<file path="config.mk">
export PLATFORM = sky130hd
export DESIGN_NAME = ising_run_sequencer_flat
export DESIGN_NICKNAME = d
export VERILOG_FILES = /design/src/rtl/ising_run_sequencer_if.sv /design/src/rtl/ising_run_sequencer.sv /design/src/flat_wrapper.sv
export SDC_FILE = /design/constraint.sdc
export NUM_CORES = 1
export LEC_CHECK = 0
export CORE_AREA = 5 5 92 158
export DETAILED_ROUTE_END_ITERATION = 7
export DIE_AREA = 0 0 97 163
export PLACE_DENSITY = 0.89
export SLEW_MARGIN = 30
export SYNTH_ARGS = -nofsm -noshare
export SYNTH_HDL_FRONTEND = slang
export SYNTH_SLANG_ARGS = --single-unit
</file>
<file path="constraint.sdc">
create_clock -name clk -period 2.7 [get_ports clk]
set_input_delay 0.54 -clock clk [delete_from_list [all_inputs] [get_ports clk]]
set_output_delay 0.54 -clock clk [all_outputs]
set_load 0.05 [all_outputs]
</file>
<file path="src/rtl/ising_run_sequencer_if.sv">
// ising_run_sequencer_if: host weight stream plus matrix weight-write/reset pins.
interface ising_run_sequencer_if;
    logic        w_valid;
    logic [31:0] w_data;
    logic        w_ready;
    logic        ising_rstn;
    logic        wready;
    logic [31:0] wr_addr;
    logic [31:0] wdata;
    modport master (input w_valid, w_data, output w_ready, ising_rstn, wready, wr_addr, wdata);
    modport slave (output w_valid, w_data, input w_ready, ising_rstn, wready, wr_addr, wdata);
endinterface

</file>
<file path="src/rtl/ising_run_sequencer.sv">
// ising_run_sequencer: loads N*N weights, holds the matrix in reset, anneals, then samples spins.
module ising_run_sequencer #(
    parameter int          N            = 8,
    parameter logic [7:0]  ADDR_TAG     = 8'h01,
    parameter int          RESET_CYCLES = 16
) (
    input  logic                   clk,
    input  logic                   axi_rst,
    input  logic                   start,
    input  logic                   abort,
    input  logic [31:0]            run_cycles,
    input  logic [N-1:0]           outputs_ver,
    output logic [N-1:0]           result,
    output logic                   result_valid,
    output logic                   busy,
    ising_run_sequencer_if.master  bus
);
    localparam int LN = $clog2(N);
    localparam int KW = $clog2(N * N) + 1;
    typedef enum logic [2:0] {IDLE, LOAD, SETTLE, RUN, SAMPLE, DONE} state_t;
    state_t        state;
    logic [KW-1:0] k;
    logic [31:0]   cnt;
    logic [31:0]   run_len;
    logic [N-1:0]  sync1;
    logic [N-1:0]  sync2;
    logic          hs;
    logic [10:0]   d;
    logic [10:0]   s;
    assign bus.w_ready = state == LOAD;
    assign busy        = state != IDLE;
    assign hs          = bus.w_valid && bus.w_ready;
    assign d           = 11'(k >> LN);
    assign s           = 11'(k & KW'(N - 1));
    always_ff @(posedge clk) begin
        sync1 <= outputs_ver;
        sync2 <= sync1;
        if (axi_rst) begin
            state          <= IDLE;
            k              <= '0;
            cnt            <= '0;
            run_len        <= '0;
            sync1          <= '0;
            sync2          <= '0;
            result         <= '0;
            result_valid   <= 1'b0;
            bus.ising_rstn <= 1'b0;
            bus.wready     <= 1'b0;
            bus.wr_addr    <= '0;
            bus.wdata      <= '0;
        end else if (abort && state != IDLE) begin
            state          <= IDLE;
            result_valid   <= 1'b0;
            bus.ising_rstn <= 1'b0;
            bus.wready     <= 1'b0;
        end else begin
            case (state)
                IDLE: begin
                    result_valid <= 1'b0;
                    if (start) begin
                        state   <= LOAD;
                        k       <= '0;
                        run_len <= run_cycles == '0 ? 32'd1 : run_cycles;
                    end
                end
                LOAD: begin
                    bus.wready <= hs;
                    if (hs) begin
                        bus.wr_addr <= {ADDR_TAG, d, s, 2'b00};
                        bus.wdata   <= bus.w_data;
                        k           <= k + 1'b1;
                        if (k == KW'(N * N - 1)) begin
                            state <= SETTLE;
                            cnt   <= '0;
                        end
                    end
                end
                // cnt==0 marks the final strobe cycle; reset hold is counted after it
                SETTLE: begin
                    bus.wready <= 1'b0;
                    if (cnt == 32'(RESET_CYCLES)) begin
                        state          <= RUN;
                        cnt            <= 32'd1;
                        bus.ising_rstn <= 1'b1;
                    end else begin
                        cnt <= cnt + 32'd1;
                    end
                end
                RUN: begin
                    if (cnt == run_len) state <= SAMPLE;
                    else cnt <= cnt + 32'd1;
                end
                SAMPLE: begin
                    result         <= sync2;
                    result_valid   <= 1'b1;
                    bus.ising_rstn <= 1'b0;
                    state          <= DONE;
                end
                DONE: begin
                    result_valid <= 1'b0;
                    state        <= IDLE;
                end
                default: state <= IDLE;
            endcase
        end
    end
endmodule

</file>
<file path="src/flat_wrapper.sv">
// flat-port wrapper written by rule: the top's interface ports become plain ports
module ising_run_sequencer_flat 
#(
    parameter int          N            = 8,
    parameter logic [7:0]  ADDR_TAG     = 8'h01,
    parameter int          RESET_CYCLES = 16
)
  (clk, axi_rst, start, abort, run_cycles, outputs_ver, result, result_valid, busy, bus_w_valid, bus_w_data, bus_w_ready, bus_ising_rstn, bus_wready, bus_wr_addr, bus_wdata);
  ising_run_sequencer_if bus_i ();
  input  logic clk;
  input  logic axi_rst;
  input  logic start;
  input  logic abort;
  input  logic [31:0] run_cycles;
  input  logic [N-1:0] outputs_ver;
  output logic [N-1:0] result;
  output logic result_valid;
  output logic busy;
  input wire logic [$bits(bus_i.w_valid)-1:0] bus_w_valid;
  input wire logic [$bits(bus_i.w_data)-1:0] bus_w_data;
  output wire logic [$bits(bus_i.w_ready)-1:0] bus_w_ready;
  output wire logic [$bits(bus_i.ising_rstn)-1:0] bus_ising_rstn;
  output wire logic [$bits(bus_i.wready)-1:0] bus_wready;
  output wire logic [$bits(bus_i.wr_addr)-1:0] bus_wr_addr;
  output wire logic [$bits(bus_i.wdata)-1:0] bus_wdata;
  assign bus_i.w_valid = bus_w_valid;
  assign bus_i.w_data = bus_w_data;
  assign bus_w_ready = bus_i.w_ready;
  assign bus_ising_rstn = bus_i.ising_rstn;
  assign bus_wready = bus_i.wready;
  assign bus_wr_addr = bus_i.wr_addr;
  assign bus_wdata = bus_i.wdata;
  ising_run_sequencer #(.N(N), .ADDR_TAG(ADDR_TAG), .RESET_CYCLES(RESET_CYCLES)) u_core (.clk(clk), .axi_rst(axi_rst), .start(start), .abort(abort), .run_cycles(run_cycles), .outputs_ver(outputs_ver), .result(result), .result_valid(result_valid), .busy(busy), .bus(bus_i));
endmodule
</file>
After elaboration in Yosys (flattened, before gate mapping)
Index checks and enable logic that the tools add are counted.

operators by class
  add/subtract/negate cells = 2
  equality and inequality tests = 14
  mux-type cells = 19
  bitwise logic cells = 1
  reductions and logical operators = 19

operator list
  operator                 number
  $mux W32                 5
  $pmux W32 S3             1
  $add A32 B1 Y32 const B  1
  $eq A32 B32 Y1           1
  $eq A32 B5 Y1 const B    1
  $logic_not A32 Y1        1
  $mux W3                  5
  $pmux W3 S5              1
  $mux W7                  2
  $pmux W7 S2              1
  $reduce_and A5 Y1        2
  $ne A2 B2 Y1 const B     4
  $reduce_bool A2 Y1       4
  $add A7 B1 Y7 const B    1
  $eq A7 B6 Y1 const B     1
  $eq A3 B2 Y1 const B     2
  $eq A3 B3 Y1 const B     2
  $pmux W1 S2              3
  $reduce_and A3 Y1        2
  $reduce_bool A3 Y1       2
  $ne A2 B1 Y1 const B     2
  $reduce_and A2 Y1        2
  $reduce_and A4 Y1        1
  $reduce_or A2 Y1         2
  other kinds (5)          6

word-level totals
  flip-flop bits (word level) = 141
  input port bits = 77
  output and inout bits = 77
  word-level logic and storage cells = 67

Depth between registers and ports, before layout
  depth after elaboration = 4
  depth in mapped cells = 10
  mapped depth without buffers = 8

Worst setup path after synthesis
Ideal clock, no wire load.

  path type = reg-to-reg
  start = register u_core.k[0]
  end = register u_core.cnt[7]
  library setup time = 0.070 ns
  arrival = 2.193 ns
  data required time = 2.630 ns
  setup slack = 0.436 ns
  cell stages (with the launch flop) = 9
  path buffers = 1
  clock period less this slack = 2.264 ns
  cells stage by stage = dfxtp_1 -> ha_1 -> and4_1 -> a31oi_1 -> or3_1 -> clkbuf_1 -> or3_1 -> or4_1 -> a21oi_1

on the way
  longest elaborated chain between the ends = 3

RTL lines
  element                             line                       text
  start: declaration                  ising_run_sequencer.sv:22  logic [KW-1:0] k;
  start signal: assignment            ising_run_sequencer.sv:71  k <= k + 1'b1;
  $eq A7 B6 Y1                        ising_run_sequencer.sv:72  if (k == KW'(N * N - 1)) begin
  $ne A2 B2 Y1 (no source line)       --
  $reduce_and A5 Y1 (no source line)  --
  end signal: assignment              ising_run_sequencer.sv:86  cnt <= cnt + 32'd1;
  end signal: assignment              ising_run_sequencer.sv:91  else cnt <= cnt + 32'd1;
  end: declaration                    ising_run_sequencer.sv:23  logic [31:0] cnt;

No other way between the ends.
A chain may end at the register's enable or synchronous reset.

Worst setup path in the final report
  start = register u_core.cnt[0]
  end = register u_core.cnt[14]

on the way
  longest elaborated chain between the ends = 3
  elaborated cells on any way between the ends = 8
  those cells by class = add/sub (1); eq/ne (3); mux (3); reduce/logical (1)

RTL lines
  element                                                   line                                                  text
  $add A32 B1 Y32, or another cell as far along             ising_run_sequencer.sv:86, ising_run_sequencer.sv:91
  $mux W32, or another cell as far along                    ising_run_sequencer.sv:90                             if (cnt == run_len) state <= SAMPLE;
  $pmux W32 S3 / $reduce_and A5 Y1 (equally long branches)  --

Parallel ways exist; a longest one is shown, timed or not. The select of a mux whose other input is x is not followed.

==> flow_summary.ini <==
[cts]
htree_num_levels = 4
cts_buffers = 17
cts_post_setup_buffers_inserted = 0
clock_tree.buffer_depth = 2
cts_resized = 0
path_clk_slew_ps = 70
total_clock_sinks = 141
post_cts_hold_buffer_count = 0
cts_tree = built
insertion_delay_of_the_later_clocked_pin_in_the_worst_skew_pair_ps = 420
clock_tree.root_cell = sky130_fd_sc_hd__clkbuf_16

[timing]
tightestPinTransition_ps = 684.1
final_min_period_over_clock_period = 0.9214
final-hold-violation-count = 0
timing.hold.ws_ps = 434.1
setup_viol_count_final = 0
final.min_clock_period_ps = 2488
pins_over_their_slew_limit = 0
max_freq_mhz = 402.0
final.setup_skew_ps = 8.843
grt_setup_unrepaired = false
max_slew_headroom = 0.5414

[logic_synthesis]
netlist_area_sq_mm = 0.006220
synth_edf_count = 0
synthArstFlopShare = 0
synth_seq_area_share = 0.4538
yosysUniqueCellTypes = 52
synth.avg_cell_area_sq_um = 8.485
synthCells = 733
ys.warnings.count = 0
synth-main-ff-cell = sky130_fd_sc_hd__dfxtp_1
yosys_register_bits = 141

[hold_path]
hp-class = reg -> reg

[detailed_routing]
drt_wl_total_mm = 17.65
dr_vias_cell = 5.666
number_of_nets_with_antenna_violations_after_routing = 0
route.detailed.wl_per_inst_um = 16.91
detail_route.drc_violations = 0
detail_route.iter0.violations = 535
routed-via-count = 5915
drt_pre_antenna_iters = 8

[job]
max_cap_violations = 0

[power_and_ir_drop]
fin_total_pwr_mw = 5.049
power.leakage_nw = 2.881
ir_worst_vdd_mv = 0.5201
power.density_mw_per_mm2 = 613.5

[place]
placement.io_buffers = 129
dp_hpwl_mm = 12.78
gpl.final_weighted_congestion = 0.9735

[global_route]
number_of_global_route_vias_before_repair = 5768
global_route.overflow_total = 0
grt_antenna_before_repair = 0
grt_pass1_wl_mm = 28.00
overall_track_demand_over_capacity_in_global_routing = 0.2180
maximum_number_of_pins_on_one_net_before_global_route_repair = 41

[worst_setup_path]
critical_path_class = reg -> reg
worst-path-buf-inv = 1
worstPathArrival_ps = 2810
crit_path_max_fanout = 5
critical_path.cell_chain = buf_4, ha_1, nand3_1, or3_1, nor3_1, a21oi_1, nand2b_1, a32o_1
critical-path-top-delay-family = simple AND/OR/NAND/NOR gates
timing.critical_path.required_ps = 3020
slowest_stage = sky130_fd_sc_hd__or3_1
cp_slowest_stage_delay_ps = 540
worstSetupEndpointType = flip-flop
crit_path_start_kind = flip-flop

[layout]
layout.nets = 937
drive_gt1_frac = 0.08506
area_delta_synth_final_pct = 32.31
n_antenna_cell = 0

[floorplanning]
fp.dieH_um = 163
std_cell_rows = 56
die_area_sq_mm = 0.01581
floorplan.initialDensity = 0.4697
boundaryPins = 154
design.core.area_sq_mm = 0.01324
width_of_the_die_um = 97

[run_status]
outcome = finished, final reports clean
-- sequential cells by signal, summed over array words and instances, names as in the netlist --
register / cells
u_core.bus.ising_rstn: 1
u_core.cnt: 32
u_core.bus.wdata: 32
u_core.result_valid: 1
u_core.result: 8
u_core.sync1: 8
u_core.bus.wr_addr: 8
u_core.k: 7
u_core.sync2: 8
u_core.state: 3
u_core.run_len: 32
u_core.bus.wready: 1
-- through the flow --
step,instances,setup TNS (ps),setup WS (ps),util,area (sq um)
after global placement,1012,0,5.715,0.5762,7631
after detailed placement,1012,-84.67,-34.59,0.5766,7636
final,1044,0,212.3,0.6214,8229
after global routing,1044,0,3.277,0.6214,8229
after floorplan,756,0,436.5,-,6306
after CTS,1044,0,221.0,0.6211,8225
-- synth_stat cells (2+ instances only) --
master	instances	area (sq um)
sky130_fd_sc_hd__nor3_1	22	110.1
sky130_fd_sc_hd__or4_1	7	52.55
sky130_fd_sc_hd__buf_2	11	55.05
sky130_fd_sc_hd__inv_1	6	22.52
sky130_fd_sc_hd__and2_1	2	12.51
sky130_fd_sc_hd__mux2i_1	7	70.07
sky130_fd_sc_hd__nor4b_1	3	26.28
sky130_fd_sc_hd__o21a_1	4	30.03
sky130_fd_sc_hd__or2_2	3	18.77
sky130_fd_sc_hd__nand2b_1	9	56.30
sky130_fd_sc_hd__o31ai_1	4	30.03
sky130_fd_sc_hd__or3_1	11	68.82
sky130_fd_sc_hd__a32o_1	6	60.06
sky130_fd_sc_hd__nand3_1	15	75.07
sky130_fd_sc_hd__a21o_1	2	15.01
sky130_fd_sc_hd__o21ai_0	22	110.1
sky130_fd_sc_hd__a31oi_1	3	18.77
sky130_fd_sc_hd__dfxtp_1	141	2823
sky130_fd_sc_hd__o211ai_1	2	15.01
sky130_fd_sc_hd__nor2b_1	18	112.6
sky130_fd_sc_hd__nand4_1	22	137.6
sky130_fd_sc_hd__a41oi_1	4	35.03
sky130_fd_sc_hd__buf_4	25	187.7
sky130_fd_sc_hd__nor4_1	21	131.4
sky130_fd_sc_hd__nand2_1	122	457.9
sky130_fd_sc_hd__xor2_1	5	43.79
sky130_fd_sc_hd__clkbuf_2	3	15.01
sky130_fd_sc_hd__clkbuf_1	38	142.6
sky130_fd_sc_hd__nor2_1	28	105.1
sky130_fd_sc_hd__and3_1	8	50.05
sky130_fd_sc_hd__a211o_1	4	35.03
sky130_fd_sc_hd__ha_1	3	37.54
sky130_fd_sc_hd__a21oi_1	72	360.4
sky130_fd_sc_hd__a22o_1	29	254.0
sky130_fd_sc_hd__nand4b_1	3	26.28
sky130_fd_sc_hd__xnor2_1	32	280.3
-- routing by layer --
metal,global-route usage,share of wire
met1,0.2144,0.35
met4,0.1335,0.052
met2,0.3962,0.53
met5,0,0
met3,0.06687,0.077
-- layout make-up --
type                    instances  area (sq um)
fillers                      1071          5014
multi-input cells             531          3063
flip-flops and latches        141          2823
repair buffers                160          1514
clock buffers                  17         425.4
well taps                     174         217.7
clock inverters                15         163.9
inverters                       6         22.52
-- worst paths after layout --
| path | start | to | cells past startpoint | slack (ps) |
|---|---|---|---|---|
| hold reg to reg | u_core.sync2[6] | u_core.result[6] | 2 | 430 |
| hold / removal | u_core.sync2[6] | u_core.result[6] | 2 | 430 |
| setup / recovery | u_core.cnt[0] | u_core.cnt[14] | 8 | 210 |
| setup reg to reg | u_core.cnt[0] | u_core.cnt[14] | 8 | 210 |
-- worst register-to-register path: cells and delay by family (launching register included) --
family                     cells  cell delay (ps)
and+or+nand+nor                4             1350
AOI/OAI and AO/OA              2              380
adders and majority gates      1              180
DFF                            1              330
buffers and inverters          1              170
-- cell families after synthesis --
| family | share of synthesized area |
|---|---|
| other | 0.0006029 |
| xor gates and xnor gates | 0.05210 |
| muxes | 0.01127 |
| adders and majority gates | 0.006036 |
| buffers and inverters | 0.06980 |
| and+or+nand+nor | 0.2388 |
| DFF | 0.4538 |
| AOI/OAI and AO/OA | 0.1676 |
-- cell usage in the layout, fill, tap and decap left out, types with 2 or more instances in the layout --
| cell | Yosys | layout |
|---|---|---|
| sky130_fd_sc_hd__a211o_1 | 4 | 4 |
| sky130_fd_sc_hd__a21o_1 | 2 | 2 |
| sky130_fd_sc_hd__a21oi_1 | 72 | 71 |
| sky130_fd_sc_hd__a22o_1 | 29 | 29 |
| sky130_fd_sc_hd__a31oi_1 | 3 | 3 |
| sky130_fd_sc_hd__a32o_1 | 6 | 6 |
| sky130_fd_sc_hd__a41oi_1 | 4 | 4 |
| sky130_fd_sc_hd__and2_1 | 2 | 2 |
| sky130_fd_sc_hd__and3_1 | 8 | 8 |
| sky130_fd_sc_hd__buf_4 | 25 | 33 |
| sky130_fd_sc_hd__clkbuf_16 | 0 | 17 |
| sky130_fd_sc_hd__clkdlybuf4s50_1 | 0 | 126 |
| sky130_fd_sc_hd__conb_1 | 1 | 24 |
| sky130_fd_sc_hd__dfxtp_1 | 141 | 141 |
| sky130_fd_sc_hd__ha_1 | 3 | 3 |
| sky130_fd_sc_hd__inv_1 | 6 | 6 |
| sky130_fd_sc_hd__inv_6 | 0 | 6 |
| sky130_fd_sc_hd__inv_8 | 0 | 6 |
| sky130_fd_sc_hd__mux2i_1 | 7 | 7 |
| sky130_fd_sc_hd__nand2_1 | 122 | 122 |
| sky130_fd_sc_hd__nand2b_1 | 9 | 9 |
| sky130_fd_sc_hd__nand3_1 | 15 | 15 |
| sky130_fd_sc_hd__nand4_1 | 22 | 22 |
| sky130_fd_sc_hd__nand4b_1 | 3 | 3 |
| sky130_fd_sc_hd__nor2_1 | 28 | 28 |
| sky130_fd_sc_hd__nor2b_1 | 18 | 18 |
| sky130_fd_sc_hd__nor3_1 | 22 | 20 |
| sky130_fd_sc_hd__nor3_2 | 0 | 2 |
| sky130_fd_sc_hd__nor4_1 | 21 | 21 |
| sky130_fd_sc_hd__nor4b_1 | 3 | 3 |
| sky130_fd_sc_hd__o211ai_1 | 2 | 2 |
| sky130_fd_sc_hd__o21a_1 | 4 | 4 |
| sky130_fd_sc_hd__o21ai_0 | 22 | 22 |
| sky130_fd_sc_hd__o31ai_1 | 4 | 4 |
| sky130_fd_sc_hd__or2_2 | 3 | 3 |
| sky130_fd_sc_hd__or3_1 | 11 | 11 |
| sky130_fd_sc_hd__or4_1 | 7 | 7 |
| sky130_fd_sc_hd__xnor2_1 | 32 | 32 |
| sky130_fd_sc_hd__xor2_1 | 5 | 5 |
-- report_power, final --
part,leakage [nW],internal [mW],switching (mW)
logic,1.44,0.216,0.296
clock network,0.295,1.32,1.03
registers,1.15,2.14,0.0437
total,2.88,3.68,1.37
Note: power is estimated with default switching activity, not from simulation.
